File: config.mk
export PLATFORM = sky130hd
export DESIGN_NAME = ws_systolic_array
export DESIGN_NICKNAME = d
export VERILOG_FILES = /design/src/rtl/sa_pkg.sv /design/src/rtl/sa_pe_cell.sv /design/src/rtl/ws_systolic_array.sv
export SDC_FILE = /design/constraint.sdc
export NUM_CORES = 2
export LEC_CHECK = 0
export BUFFER_PORTS_ARGS = -buffer_cell sky130_fd_sc_hd__buf_2
export CAP_MARGIN = 0
export CORE_UTILIZATION = 40
export DETAILED_ROUTE_END_ITERATION = 16
export HOLD_SLACK_MARGIN = 0.08
export PLACE_DENSITY = 0.63
export SLEW_MARGIN = 15
export SYNTH_ARGS = -nofsm -noshare
export SYNTH_HDL_FRONTEND = slang
export SYNTH_SLANG_ARGS = --single-unit
File: constraint.sdc
create_clock -name clk -period 7.76 [get_ports clk]
set_input_delay 1.94 -clock clk [delete_from_list [all_inputs] [get_ports clk]]
set_output_delay 1.94 -clock clk [all_outputs]
set_load 0.02 [all_outputs]
File: src/rtl/sa_pkg.sv
// Shared types, defaults and arithmetic helpers for the weight-stationary systolic array.
package sa_pkg;

  localparam int SA_ROWS     = 4;
  localparam int SA_COLS     = 4;
  localparam int SA_DW       = 8;
  localparam int SA_AW       = 20;
  localparam int SA_SATURATE = 0;

  typedef enum logic {
    IDLE,
    PENDING
  } swap_state_e;

  // Operands are AW-bit signed values sign-extended to 64 bits; the 64-bit sum cannot overflow.
  function automatic logic signed [63:0] sat_add(input logic signed [63:0] a,
                                                 input logic signed [63:0] b,
                                                 input int aw);
    logic signed [63:0] sum;
    logic signed [63:0] hi;
    logic signed [63:0] lo;
    sum = a + b;
    hi  = (64'sd1 <<< (aw - 1)) - 64'sd1;
    lo  = -(64'sd1 <<< (aw - 1));
    if (sum > hi) begin
      return hi;
    end else if (sum < lo) begin
      return lo;
    end
    return sum;
  endfunction

endpackage

File: src/rtl/sa_pe_cell.sv
// One weight-stationary MAC cell: shadow/active weight pair plus east/south pipeline registers.
module sa_pe_cell
  import sa_pkg::*;
#(
  parameter int DW       = SA_DW,
  parameter int AW       = SA_AW,
  parameter int SATURATE = SA_SATURATE
) (
  input  logic                 clk,
  input  logic                 reset,
  input  logic                 w_load,
  input  logic                 commit,
  input  logic signed [DW-1:0] shadow_in,
  output logic signed [DW-1:0] shadow_out,
  input  logic signed [DW-1:0] west,
  input  logic signed [AW-1:0] north,
  output logic signed [DW-1:0] east,
  output logic signed [AW-1:0] south
);

  logic signed [DW-1:0]   shadow_q, shadow_d;
  logic signed [DW-1:0]   active_q, active_d;
  logic signed [DW-1:0]   east_q, east_d;
  logic signed [AW-1:0]   south_q, south_d;
  logic signed [2*DW-1:0] prod;
  logic signed [AW-1:0]   prod_ext;
  logic signed [AW-1:0]   sum;

  assign prod     = (2*DW)'(active_q) * (2*DW)'(west);
  assign prod_ext = AW'(prod);

  if (SATURATE != 0) begin : g_sat
    assign sum = AW'(sat_add(64'(north), 64'(prod_ext), AW));
  end else begin : g_wrap
    assign sum = north + prod_ext;
  end

  always_comb begin
    shadow_d = w_load ? shadow_in : shadow_q;
    active_d = commit ? shadow_q : active_q;
    east_d   = west;
    south_d  = sum;
  end

  always_ff @(posedge clk) begin
    if (reset) begin
      shadow_q <= '0;
      active_q <= '0;
      east_q   <= '0;
      south_q  <= '0;
    end else begin
      shadow_q <= shadow_d;
      active_q <= active_d;
      east_q   <= east_d;
      south_q  <= south_d;
    end
  end

  assign shadow_out = shadow_q;
  assign east       = east_q;
  assign south      = south_q;

endmodule

File: src/rtl/ws_systolic_array.sv
// ROWS x COLS weight-stationary systolic MAC array with internal input skew, output deskew
// and a double-buffered weight set committed through a swap handshake.
module ws_systolic_array
  import sa_pkg::*;
#(
  parameter int ROWS     = SA_ROWS,
  parameter int COLS     = SA_COLS,
  parameter int DW       = SA_DW,
  parameter int AW       = SA_AW,
  parameter int SATURATE = SA_SATURATE
) (
  input  logic                 clk,
  input  logic                 reset,
  input  logic                 w_load,
  input  logic [COLS*DW-1:0]   w_in,
  input  logic                 w_swap,
  input  logic                 a_valid,
  output logic                 a_ready,
  input  logic [ROWS*DW-1:0]   a_in,
  output logic                 out_valid,
  output logic [COLS*AW-1:0]   out_data
);

  localparam int LAT = ROWS + COLS - 1;
  localparam int CW  = $clog2(LAT + 1);

  swap_state_e          state_q, state_d;
  logic                 accept;
  logic                 commit;
  logic [LAT-1:0]       vld_q, vld_d;
  logic [CW-1:0]        inflight_q, inflight_d;
  logic signed [DW-1:0] a_row [ROWS];
  logic signed [DW-1:0] act_e [ROWS][COLS];
  logic signed [AW-1:0] psum  [ROWS][COLS];
  logic signed [DW-1:0] shd   [ROWS][COLS];

  assign a_ready   = (state_q == IDLE);
  assign accept    = a_valid & a_ready;
  assign out_valid = vld_q[LAT-1];

  // Bubbles enter as zero activations so partial sums stay clean between vectors.
  always_comb begin
    for (int unsigned r = 0; r < ROWS; r++) begin
      a_row[r] = accept ? $signed(a_in[r*DW +: DW]) : '0;
    end
  end

  always_comb begin
    vld_d      = {vld_q[LAT-2:0], accept};
    inflight_d = inflight_q;
    if (accept && !out_valid) begin
      inflight_d = inflight_q + CW'(1);
    end else if (!accept && out_valid) begin
      inflight_d = inflight_q - CW'(1);
    end
  end

  always_comb begin
    state_d = state_q;
    commit  = 1'b0;
    if (state_q == IDLE) begin
      if (w_swap) begin
        if ((inflight_q == '0) && !accept) begin
          commit = 1'b1;
        end else begin
          state_d = PENDING;
        end
      end
    end else begin
      if (inflight_q == '0) begin
        commit  = 1'b1;
        state_d = IDLE;
      end
    end
  end

  always_ff @(posedge clk) begin
    if (reset) begin
      state_q    <= IDLE;
      vld_q      <= '0;
      inflight_q <= '0;
    end else begin
      state_q    <= state_d;
      vld_q      <= vld_d;
      inflight_q <= inflight_d;
    end
  end

  for (genvar r = 0; r < ROWS; r++) begin : g_row
    logic signed [DW-1:0] west0;

    if (r == 0) begin : g_noskew
      assign west0 = a_row[0];
    end else begin : g_skew
      logic signed [DW-1:0] skew_q [r];
      logic signed [DW-1:0] skew_d [r];

      always_comb begin
        skew_d[0] = a_row[r];
        for (int unsigned k = 1; k < r; k++) begin
          skew_d[k] = skew_q[k-1];
        end
      end

      always_ff @(posedge clk) begin
        if (reset) begin
          for (int unsigned k = 0; k < r; k++) begin
            skew_q[k] <= '0;
          end
        end else begin
          skew_q <= skew_d;
        end
      end

      assign west0 = skew_q[r-1];
    end

    for (genvar c = 0; c < COLS; c++) begin : g_col
      logic signed [DW-1:0] west;
      logic signed [AW-1:0] north;
      logic signed [DW-1:0] shadow_in;

      if (c == 0) begin : g_w0
        assign west = west0;
      end else begin : g_wn
        assign west = act_e[r][c-1];
      end

      if (r == 0) begin : g_top
        assign north     = '0;
        assign shadow_in = $signed(w_in[c*DW +: DW]);
      end else begin : g_inner
        assign north     = psum[r-1][c];
        assign shadow_in = shd[r-1][c];
      end

      sa_pe_cell #(
        .DW       (DW),
        .AW       (AW),
        .SATURATE (SATURATE)
      ) u_cell (
        .clk        (clk),
        .reset      (reset),
        .w_load     (w_load),
        .commit     (commit),
        .shadow_in  (shadow_in),
        .shadow_out (shd[r][c]),
        .west       (west),
        .north      (north),
        .east       (act_e[r][c]),
        .south      (psum[r][c])
      );
    end
  end

  // Column c leaves the bottom row c cycles late; pad the rest so all columns align.
  for (genvar c = 0; c < COLS; c++) begin : g_out
    localparam int D = COLS - 1 - c;

    if (D == 0) begin : g_direct
      assign out_data[c*AW +: AW] = psum[ROWS-1][c];
    end else begin : g_dsk
      logic signed [AW-1:0] dsk_q [D];
      logic signed [AW-1:0] dsk_d [D];

      always_comb begin
        dsk_d[0] = psum[ROWS-1][c];
        for (int unsigned k = 1; k < D; k++) begin
          dsk_d[k] = dsk_q[k-1];
        end
      end

      always_ff @(posedge clk) begin
        if (reset) begin
          for (int unsigned k = 0; k < D; k++) begin
            dsk_q[k] <= '0;
          end
        end else begin
          dsk_q <= dsk_d;
        end
      end

      assign out_data[c*AW +: AW] = dsk_q[D-1];
    end
  end

endmodule

==> reports/results.md <==
| Result | Reported |
| --- | --- |
| Clock transition at the registers of the reported paths | 0.07 ns |
| Startpoint type of the worst setup path | register |
| Aggregate global-route resource usage | 16.11% |
| Worst hold-check slack | 0.4236 ns |
| Final period utilization | 76.93% |
| Proportion of synthesized area in mux cells | 1.936% |
| Sort of element at the end of the critical path | register |
| Syn Std Cell Area | 72,970 um2 |
| FF-to-FF setup slack | 1.79 ns |
| Number of vias after detailed routing | 46,210 |
| DRC violation count after routing | 0 |
| Setup slack of the critical path after layout | 1.790 ns |
| Clock period minus worst slack | 5.970 ns |
| Synthesized instance count | 7,452 |
| Number of enable-type register cells in the synthesized netlist | 0 |
| Horizontal die dimension | 429.1 um |
| Complex-gate fraction of the synthesized area | 4.793% |
| Row cnt | 156 |
| Weighted congestion at the end of routability-driven global placement | 0.8498 |
| Fmax | 167.5 MHz |
| Number of instances resized during post-cts repair | 0 |
| Post-synthesis xor/xnor area fraction | 2.869% |
| H-tree level count | 3 |
| DRT antenna net count | 0 |
| Drt pass-1 iters | 5 |
| Number of max-capacitance violations reported | 0 |
| Post-Synth Adder-Cell Area | 44.13% |
| Kind of critical path | register to register |
| Share of cells above drive strength 1 | 4.778% |
| Quantity of hold-fixing buffers added after cts | 0 |
| Main combinational cell family by area after synthesis | adder cells |
| Setup tns final | 0 ns |
| Initial antenna violation count | 12 |
| Area Growth Syn to Fin | 8.920% |
| Number of global-route vias before repair | 48,900 |
| Share of synthesized cell area in and, or, nand and nor gates | 15.52% |
| Per-cell via count in the routed design | 4.644 |
| Distinct cell type count after synthesis | 69 |
| Skew final | 0.06349 ns |
| Die Area | 184,100 um2 |
| Pin count of the biggest net entering global routing | 196 |
| Clock tree root buffer cell | clkbuf_16 |
| Remaining global-route overflow | 0 |
| Worst slack after detailed placement | 1.053 ns |
| Number of placed I/O pins | 151 |
| Initial Utilization | 40.33% |
| Count of final max-slew check failures | 0 |
| Post-Synthesis Mean Instance Area | 9.791 um2 |
| Worst ir drop on vdd | 0.0001552 V |
| Port-buffer cells | 150 |
| Placed wire-length estimate | 117,600 um |
| Total setup violations reported at the end of the flow | 0 |
| Placed cell count | 9,772 |
| Outcome | finished clean |
| Required time reported for the critical path endpoint | 8.38 ns |
| Wire length per cell | 14.53 um |
| Vertical die dimension | 429.1 um |
| Area contributors post-synth | fa_1 (33%), dfxtp_1 (23%), ha_1 (11%) |
| Commonest non-fill, non-tap cell in the layout | inv_1 |
| TritonCTS clock tree | built |
| Proportion of synthesized chip area in sequential cells | 22.58% |
| Worst slew margin | 26.08% |
| Clock latency on the worst-skew pair | 0.75 ns |
| Yosys warns | 0 |
| Net count of the mapped netlist | 9,367 |
| NumNets Final | 9,414 |
| Setup repair after global routing missed its margin | no |
| Number of failing hold endpoints at the final stage | 0 |
| Number of clock buffers inserted by TritonCTS | 95 |
| Highest fanout seen on the critical path | 13 |
| Async set or reset register ratio after synthesis | 0% |
| Largest area contributor in the netlist | fa_1 |
| CTS Buffer Depth | 3 |
| Worst hold path class | register to register |
| Non-filler cells in the finished layout | 9,951 |
| Wire length of the first global-routing pass | 246,200 um |
| Commonest non-fill, non-tap cells in the layout | inv_1 (1,368), fa_1 (1,213), dfxtp_1 (823), nand2_1 (647), ha_1 (633) |
| Number of flip-flops and latches in the synthesized netlist | 823 |
| Portion of synthesized cell area occupied by the leading cell type | 33.28% |
| Most common flop cell mapped by yosys | dfxtp_1 |
| Core area | 180,900 um2 |
| Critical path arrival | 6.59 ns |
| Leakage component of the power | 40.75 nW |
| Slew of the pin with the lowest slew margin | 1.109 ns |
| Overall routed net length | 144,500 um |
| Cell Pwr Density | 127.9 nW/um2 |
| Initial DRC count | 1,802 |
| Post-CTS Setup Inserts | 0 |
| Number of clock sinks seen by CTS | 823 |
-- critical path, stage by stage, from the launching register on --
cell,delay [ns]
dfxtp_1,0.56
and2_1,0.76
inv_1,0.14
fa_1,0.51
inv_1,0.05
fa_1,0.47
fa_1,0.56
fa_1,0.43
fa_1,0.45
ha_1,0.35
o21a_1,0.21
a21oi_2,0.09
o31ai_1,0.47
a211oi_1,0.16
nor2_1,0.22
nor4_1,0.08
or3_1,0.36
-- worst paths after layout --
kind / startpoint / endpoint / cells after the start
max: g_row[3].g_col[0].west[0] / g_row[3].g_col[0].u_cell.south[18] / 16
min: g_row[3].g_col[1].u_cell.south[2] / g_out[1].g_dsk.dsk_d[2] / 1
max reg2reg: g_row[3].g_col[0].west[0] / g_row[3].g_col[0].u_cell.south[18] / 16
min reg2reg: g_row[3].g_col[1].u_cell.south[2] / g_out[1].g_dsk.dsk_d[2] / 1
-- through the flow --
step | util, % | power, mW | cell area (um2)
2_1_floorplan | - | 5.225 | 72970
3_3_place_gp | 42.05 | 5.519 | 76090
3_5_place_dp | 42.05 | 5.549 | 76090
4_1_cts | 43.92 | 10.37 | 79470
5_1_grt | 43.92 | 10.67 | 79470
6_report | 43.92 | 10.16 | 79480
-- sequential cells by signal, summed over array words and instances, names as in the netlist --
register                       cells
g_out.g_dsk.dsk_d                 60
g_out.g_dsk.dsk_q                 20
g_row.g_col.u_cell.active_q      128
g_row.g_col.u_cell.east           96
g_row.g_col.u_cell.shadow_out    128
g_row.g_col.u_cell.south         292
g_row.g_col.west                  24
g_row.g_skew.skew_d               24
inflight_q                         3
out_data                          40
state_q                            1
vld_q                              7
-- where the power goes --
part | internal (mW) | switching, mW | total (mW)
Clock | 2.79 | 1.93 | 4.72
Sequential | 4.34 | 0.132 | 4.47
Combinational | 0.362 | 0.606 | 0.969
Total | 7.49 | 2.67 | 10.2
-- per-layer routing --
layer  track usage (%)  wire [um]
met5                 0         97
met4             3.978       2651
met3             2.092       4823
met2             26.51      65790
met1             22.37      71180
-- final cells by class --
class / count / area (um2)
timing repair buffer: 165 / 944.7
inverter: 1370 / 5142
multi-input combinational: 5044 / 50560
tap: 2370 / 2965
antenna: 4 / 10.01
fill: 17150 / 101500
clock inverter: 54 / 747.0
sequential: 823 / 16480
clock buffer: 121 / 2625
-- synthesized netlist by cell type (52+ instances only) --
library cell / instances
a21oi_1: 237
and2_1: 548
and3_1: 56
clkbuf_1: 202
dfxtp_1: 823
fa_1: 1213
ha_1: 633
inv_1: 1368
mux2i_1: 131
nand2_1: 647
nand2b_1: 52
nor2_1: 428
nor2b_1: 388
o21ai_0: 97
xnor2_1: 149
xor2_1: 90
-- cell families after synthesis --
family          after synthesis
fa+ha+maj                  1846
flops                       823
simple gates               2254
buf+inv                    1585
mux                         140
compound gates              565
xor+xnor                    239
No activity file was read; power rests on OpenSTA's default activity.
